### config.mk
export PLATFORM = sky130hd
export DESIGN_NAME = spi_master_driver
export DESIGN_NICKNAME = d
export VERILOG_FILES = /design/src/rtl/spi_pkg.sv /design/src/rtl/spi_shift_reg.sv /design/src/rtl/spi_master_driver.sv
export SDC_FILE = /design/constraint.sdc
export NUM_CORES = 1
export LEC_CHECK = 0
export BUFFER_PORTS_ARGS = -buffer_cell sky130_fd_sc_hd__buf_2
export CAP_MARGIN = 20
export CORE_ASPECT_RATIO = 1.2
export CORE_MARGIN = 4
export CORE_UTILIZATION = 30
export DETAILED_ROUTE_END_ITERATION = 7
export SLEW_MARGIN = 25
export SYNTH_ARGS = -nofsm -noshare
export SYNTH_HDL_FRONTEND = slang
export SYNTH_SLANG_ARGS = --single-unit
### constraint.sdc
create_clock -name clk -period 2.2 [get_ports clk]
set_input_delay 0.44 -clock clk [delete_from_list [all_inputs] [get_ports clk]]
set_output_delay 0.44 -clock clk [all_outputs]
set_load 0.01 [all_outputs]
### src/rtl/spi_pkg.sv
// Shared SPI frame definitions: FSM state encoding and frame command codes,
// used by the master driver and the slave-side bench.
package spi_pkg;

  typedef enum logic [2:0] {
    StIdle,
    StPre,
    StShift,
    StHold,
    StWait,
    StCapt,
    StEnd
  } spi_state_e;

  localparam logic [1:0] CmdWrAddr = 2'b00;
  localparam logic [1:0] CmdWrData = 2'b01;
  localparam logic [1:0] CmdRdAddr = 2'b10;
  localparam logic [1:0] CmdRdData = 2'b11;

  // Last bit-counter value in each counted state.
  localparam logic [3:0] ShiftLast = 4'd9;
  localparam logic [3:0] CaptLast  = 4'd7;

endpackage

### src/rtl/spi_shift_reg.sv
// Serial datapath: 10-bit {cmd,din} word shifted out MSB first and an 8-bit
// MISO shift-in register.
module spi_shift_reg (
  input  logic       clk,
  input  logic       rst_n,
  input  logic       load_i,
  input  logic [9:0] word_i,
  input  logic       shift_out_i,
  input  logic       shift_in_i,
  input  logic       miso_i,
  output logic       tx_msb_o,
  output logic [7:0] rx_next_o
);

  logic [9:0] tx_q, tx_d;
  logic [7:0] rx_q, rx_d;

  always_comb begin
    tx_d = tx_q;
    if (load_i) begin
      tx_d = word_i;
    end else if (shift_out_i) begin
      tx_d = {tx_q[8:0], 1'b0};
    end
    rx_d = rx_q;
    if (shift_in_i) begin
      rx_d = {rx_q[6:0], miso_i};
    end
  end

  always_ff @(posedge clk) begin
    if (!rst_n) begin
      tx_q <= '0;
      rx_q <= '0;
    end else begin
      tx_q <= tx_d;
      rx_q <= rx_d;
    end
  end

  assign tx_msb_o  = tx_q[9];
  // Next value lets the top commit all 8 captured bits on the final sample edge.
  assign rx_next_o = rx_d;

endmodule

### src/rtl/spi_master_driver.sv
// SPI master frame driver: sends {cmd,din} MSB first after a command-check bit
// and, on rd-data frames, waits RD_WAIT cycles then captures one byte from MISO.
module spi_master_driver
  import spi_pkg::*;
#(
  parameter int unsigned RD_WAIT = 2
) (
  input  logic       clk,
  input  logic       rst_n,
  input  logic       start_i,
  input  logic [1:0] cmd_i,
  input  logic [7:0] din_i,
  output logic       busy_o,
  output logic       done_o,
  output logic [7:0] rd_data_o,
  output logic       ss_n_o,
  output logic       mosi_o,
  input  logic       miso_i
);

  localparam logic [3:0] WaitLast = 4'(RD_WAIT - 1);

  spi_state_e state_q, state_d;
  logic [3:0] cnt_q, cnt_d;
  logic [1:0] cmd_q, cmd_d;
  logic [7:0] rd_data_q, rd_data_d;
  logic       ss_n_q, ss_n_d;
  logic       mosi_q, mosi_d;
  logic       busy_q, busy_d;
  logic       done_q, done_d;

  logic       load, shift_out, shift_in, tx_msb;
  logic [7:0] rx_next;

  spi_shift_reg u_shift_reg (
    .clk         (clk),
    .rst_n       (rst_n),
    .load_i      (load),
    .word_i      ({cmd_i, din_i}),
    .shift_out_i (shift_out),
    .shift_in_i  (shift_in),
    .miso_i      (miso_i),
    .tx_msb_o    (tx_msb),
    .rx_next_o   (rx_next)
  );

  always_comb begin
    state_d   = state_q;
    cnt_d     = cnt_q;
    cmd_d     = cmd_q;
    rd_data_d = rd_data_q;
    load      = 1'b0;
    shift_in  = 1'b0;

    unique case (state_q)
      StIdle: begin
        if (start_i) begin
          state_d = StPre;
          cmd_d   = cmd_i;
          cnt_d   = '0;
          load    = 1'b1;
        end
      end
      StPre: begin
        state_d = StShift;
        cnt_d   = '0;
      end
      StShift: begin
        if (cnt_q == ShiftLast) begin
          cnt_d = '0;
          if (cmd_q != CmdRdData) begin
            state_d = StHold;
          end else if (RD_WAIT == 0) begin
            state_d = StCapt;
          end else begin
            state_d = StWait;
          end
        end else begin
          cnt_d = cnt_q + 4'd1;
        end
      end
      StHold: state_d = StEnd;
      StWait: begin
        if (cnt_q == WaitLast) begin
          cnt_d   = '0;
          state_d = StCapt;
        end else begin
          cnt_d = cnt_q + 4'd1;
        end
      end
      StCapt: begin
        shift_in = 1'b1;
        if (cnt_q == CaptLast) begin
          cnt_d     = '0;
          rd_data_d = rx_next;
          state_d   = StEnd;
        end else begin
          cnt_d = cnt_q + 4'd1;
        end
      end
      StEnd:   state_d = StIdle;
      default: state_d = StIdle;
    endcase

    // Outputs are decoded from the next state so the registers track the state.
    shift_out = (state_d == StShift);
    ss_n_d    = (state_d == StIdle) || (state_d == StEnd);
    busy_d    = (state_d != StIdle);
    done_d    = (state_d == StEnd);
    if (state_d == StPre) begin
      mosi_d = cmd_i[1];
    end else if (state_d == StShift) begin
      mosi_d = tx_msb;
    end else begin
      mosi_d = 1'b0;
    end
  end

  always_ff @(posedge clk) begin
    if (!rst_n) begin
      state_q   <= StIdle;
      cnt_q     <= '0;
      cmd_q     <= '0;
      rd_data_q <= '0;
      ss_n_q    <= 1'b1;
      mosi_q    <= 1'b0;
      busy_q    <= 1'b0;
      done_q    <= 1'b0;
    end else begin
      state_q   <= state_d;
      cnt_q     <= cnt_d;
      cmd_q     <= cmd_d;
      rd_data_q <= rd_data_d;
      ss_n_q    <= ss_n_d;
      mosi_q    <= mosi_d;
      busy_q    <= busy_d;
      done_q    <= done_d;
    end
  end

  assign busy_o    = busy_q;
  assign done_o    = done_q;
  assign rd_data_o = rd_data_q;
  assign ss_n_o    = ss_n_q;
  assign mosi_o    = mosi_q;

endmodule

==> impl_metrics.json <==
{
  "layout.cells.non_filler": 283,
  "grt_use_total_pct": 10.8,
  "worstHoldEndpoint": "cmd_q[0]$_SDFFE_PN0P_",
  "maxCapViolations": 0,
  "ys_ff_latch": 38,
  "finish.instance_area_um2": 2000,
  "synth_cells": 195,
  "clock_latency_ps": 290,
  "setup_tns_ps": 0,
  "cts_buffer_depth": 2,
  "worstSetupStartpointType": "flop",
  "ys_warn_count": 0,
  "placement.cell_area_um2": 1910,
  "synth_cell_types": 34,
  "worstMarginPinSlew_ps": 629,
  "syn_nets": 211,
  "synth_edf_count": 0,
  "gr-total-overflow": 0,
  "cts_resized": 0,
  "area_growth_pct": 15.4,
  "htree_levels": 2,
  "cts-buffers-inserted": 5,
  "layout-drive-gt1-share_pct": 19.6,
  "postCtsSetupBuffers": 0,
  "die_h_um": 91.3,
  "path_max_fanout": 18,
  "drc": 0,
  "dp_slack_ps": 196,
  "fin_nets": 234,
  "globalplace.congestion": 0.826,
  "period_needed_ps": 2000,
  "maxSlewHeadroom_pct": 57.4,
  "cts_hold_buf": 0,
  "die_area_um2": 7080,
  "fin_skew_ps": 6.69,
  "fin_ws_ps": 201,
  "worst_r2r_startpoint": "state_q[0]$_SDFF_PN0_",
  "final_hold_viol_count": 0,
  "avgSynthCellArea_um2": 8.91,
  "drtPass1Iterations": 5,
  "slowest_stage": "dfxtp_1",
  "synthFlopType": "dfxtp_1",
  "routed_wl_mm": 3.45,
  "ctsRootBufferMaster": "clkbuf_8",
  "pin_count": 26,
  "arrival_ps": 2160,
  "dp.cells": 275,
  "avgViaCountPerCell": 4.97,
  "first_iter_violations": 58,
  "crit_chain": "inv_1 -> a221o_2 -> nand2b_1 -> nand2_1 -> a311o_1",
  "power.density_nw_per_um2": 707,
  "io_buffers": 25,
  "fp.coreArea_um2": 5630,
  "cp_slowest_stage_delay_ps": 700,
  "rsz0062_at_grt": "no",
  "via_count": 1406,
  "grt_pass1_wl_mm": 6.25,
  "clock_sinks": 38,
  "regToRegSetupSlack_ps": 200,
  "grt_pass1_vias": 1416,
  "setup_viol": 0,
  "outcome": "finished, final reports clean",
  "insertedDiodeCount": 0,
  "antenna_found_initial": 0,
  "fmaxAchievable_mhz": 500,
  "clk_pin_slew_ps": 70,
  "ir_drop_mv": 0.343,
  "hp-class": "in2reg",
  "initial_core_util_pct": 30.8,
  "synth_seq_area_share_pct": 43.8,
  "async_reset_ff_share_pct": 0,
  "post-route-util_pct": 35.6,
  "hpwlAfterDp_mm": 2.44,
  "post_drt_wl_per_cell_um": 12.2,
  "slew_viol_final": 0,
  "p_leak_nw": 0.813,
  "r2r_end": "ss_n_o$_SDFF_PN1_",
  "r2r_cells": 5,
  "chipWidth_um": 77.5,
  "fill_cells": 589,
  "cts_tree": "yes",
  "critical_path_class": "reg2reg",
  "hold_path_depth": 3,
  "ant_nets": 0,
  "synth.cell_area_um2": 1740,
  "crit_path_end_kind": "flop",
  "fin_crit_sh_pct": 90.8,
  "cp_data_required_time_ps": 2370,
  "row_count": 30,
  "grt_max_degree": 35,
  "hold_start": "cmd_i[0]"
}
==> layout make-up <==
class	instances	area, µm²	share of cell area (%)
inverter	8	30.0	1.50
clock inverter	2	12.5	0.624
timing repair buffer	31	170	8.49
tap	64	80.1	4.00
sequential	38	761	38.0
multi-input combinational	134	868	43.3
clock buffer	6	82.6	4.12
==> power breakdown <==
| group | total (mW) | switching, mW | leakage [nW] | internal, mW |
|---|---|---|---|---|
| Sequential | 0.749 | 0.0250 | 0.310 | 0.724 |
| Combinational | 0.181 | 0.0971 | 0.456 | 0.0834 |
| Clock | 0.487 | 0.236 | 0.0472 | 0.252 |
==> cell families after synthesis <==
| kind of cell | count (synthesis) | share of synthesized area [%] |
|---|---|---|
| fa+ha+maj | 2 | 1.44 |
| buf+inv | 23 | 6.56 |
| flops | 38 | 43.8 |
| mux | 18 | 10.4 |
| compound gates | 49 | 17.2 |
| simple gates | 65 | 20.6 |
==> synth_stat cells (5+ instances only) <==
library cell	count	area, µm²
dfxtp_1	38	761
a21boi_0	11	82.6
nor2b_1	10	62.6
clkbuf_1	5	18.8
buf_2	7	35.0
nor2_1	6	22.5
mux2i_1	18	180
nand2_1	18	67.6
nand3_1	12	60.1
o21ai_0	18	90.1
a21oi_1	12	60.1
inv_1	8	30.0
==> state kept, by name, summed over array words and instances (netlist names) <==
| signal | flops |
|---|---|
| ss_n_o | 1 |
| cmd_q | 2 |
| rd_data_o | 8 |
| mosi_o | 1 |
| cnt_q | 4 |
| u_shift_reg.rx_q | 7 |
| done_o | 1 |
| u_shift_reg.tx_q | 10 |
| busy_o | 1 |
| state_q | 3 |
==> how the worst max path moves through the flow <==
| stage | startpoint | endpoint | slack [ps] | depth (start not counted) |
|---|---|---|---|---|
| after global placement | state_q[0]$_SDFF_PN0_ | ss_n_o$_SDFF_PN1_ | 210 | 5 |
| after detailed placement | state_q[0]$_SDFF_PN0_ | ss_n_o$_SDFF_PN1_ | 200 | 5 |
| final | state_q[0]$_SDFF_PN0_ | ss_n_o$_SDFF_PN1_ | 200 | 5 |
| after floorplan | cnt_q[1]$_SDFFE_PN0P_ | ss_n_o$_SDFF_PN1_ | 470 | 7 |
| after CTS | state_q[0]$_SDFF_PN0_ | ss_n_o$_SDFF_PN1_ | 190 | 5 |
| after global routing | cnt_q[0]$_SDFFE_PN0P_ | ss_n_o$_SDFF_PN1_ | 40 | 6 |
==> per-layer routing <==
layer | routed length (µm) | up-vias | global-route usage [%]
li1 | - | 726 | -
met1 | 1670 | 638 | 13.5
met2 | 1530 | 37 | 17.0
met3 | 192 | 5 | 3.27
met4 | 60 | 0 | 4.90
met5 | 0 | - | 0
==> placed cells by master, fill, tap and decap left out, types with 2 or more instances in the layout <==
cell,instances
dfxtp_1,38
buf_2,25
nand2_1,18
mux2i_1,18
o21ai_0,18
a21oi_1,12
nand3_1,12
a21boi_0,11
nor2b_1,10
inv_1,8
nor2_1,6
clkbuf_8,6
buf_4,6
nand2b_1,3
and3_1,3
nand3b_1,2
and2_1,2
o22ai_1,2
ha_1,2
==> worst max-delay path: cells and delay by family, from the launching register on <==
kind	cells	cell delay, ps
AO/OA/AOI/OAI	2	790
buffers and inverters	1	200
flip-flops	1	700
AND/OR/NAND/NOR	2	200
==> stage by stage <==
stage               power [mW]  hold slack (ps)
floorplan                0.895              435
global placement         0.945              447
detailed placement       0.948              459
CTS                       1.45              408
global route              1.50              446
finish                    1.42              410
Power figures use the tool's default switching activity.
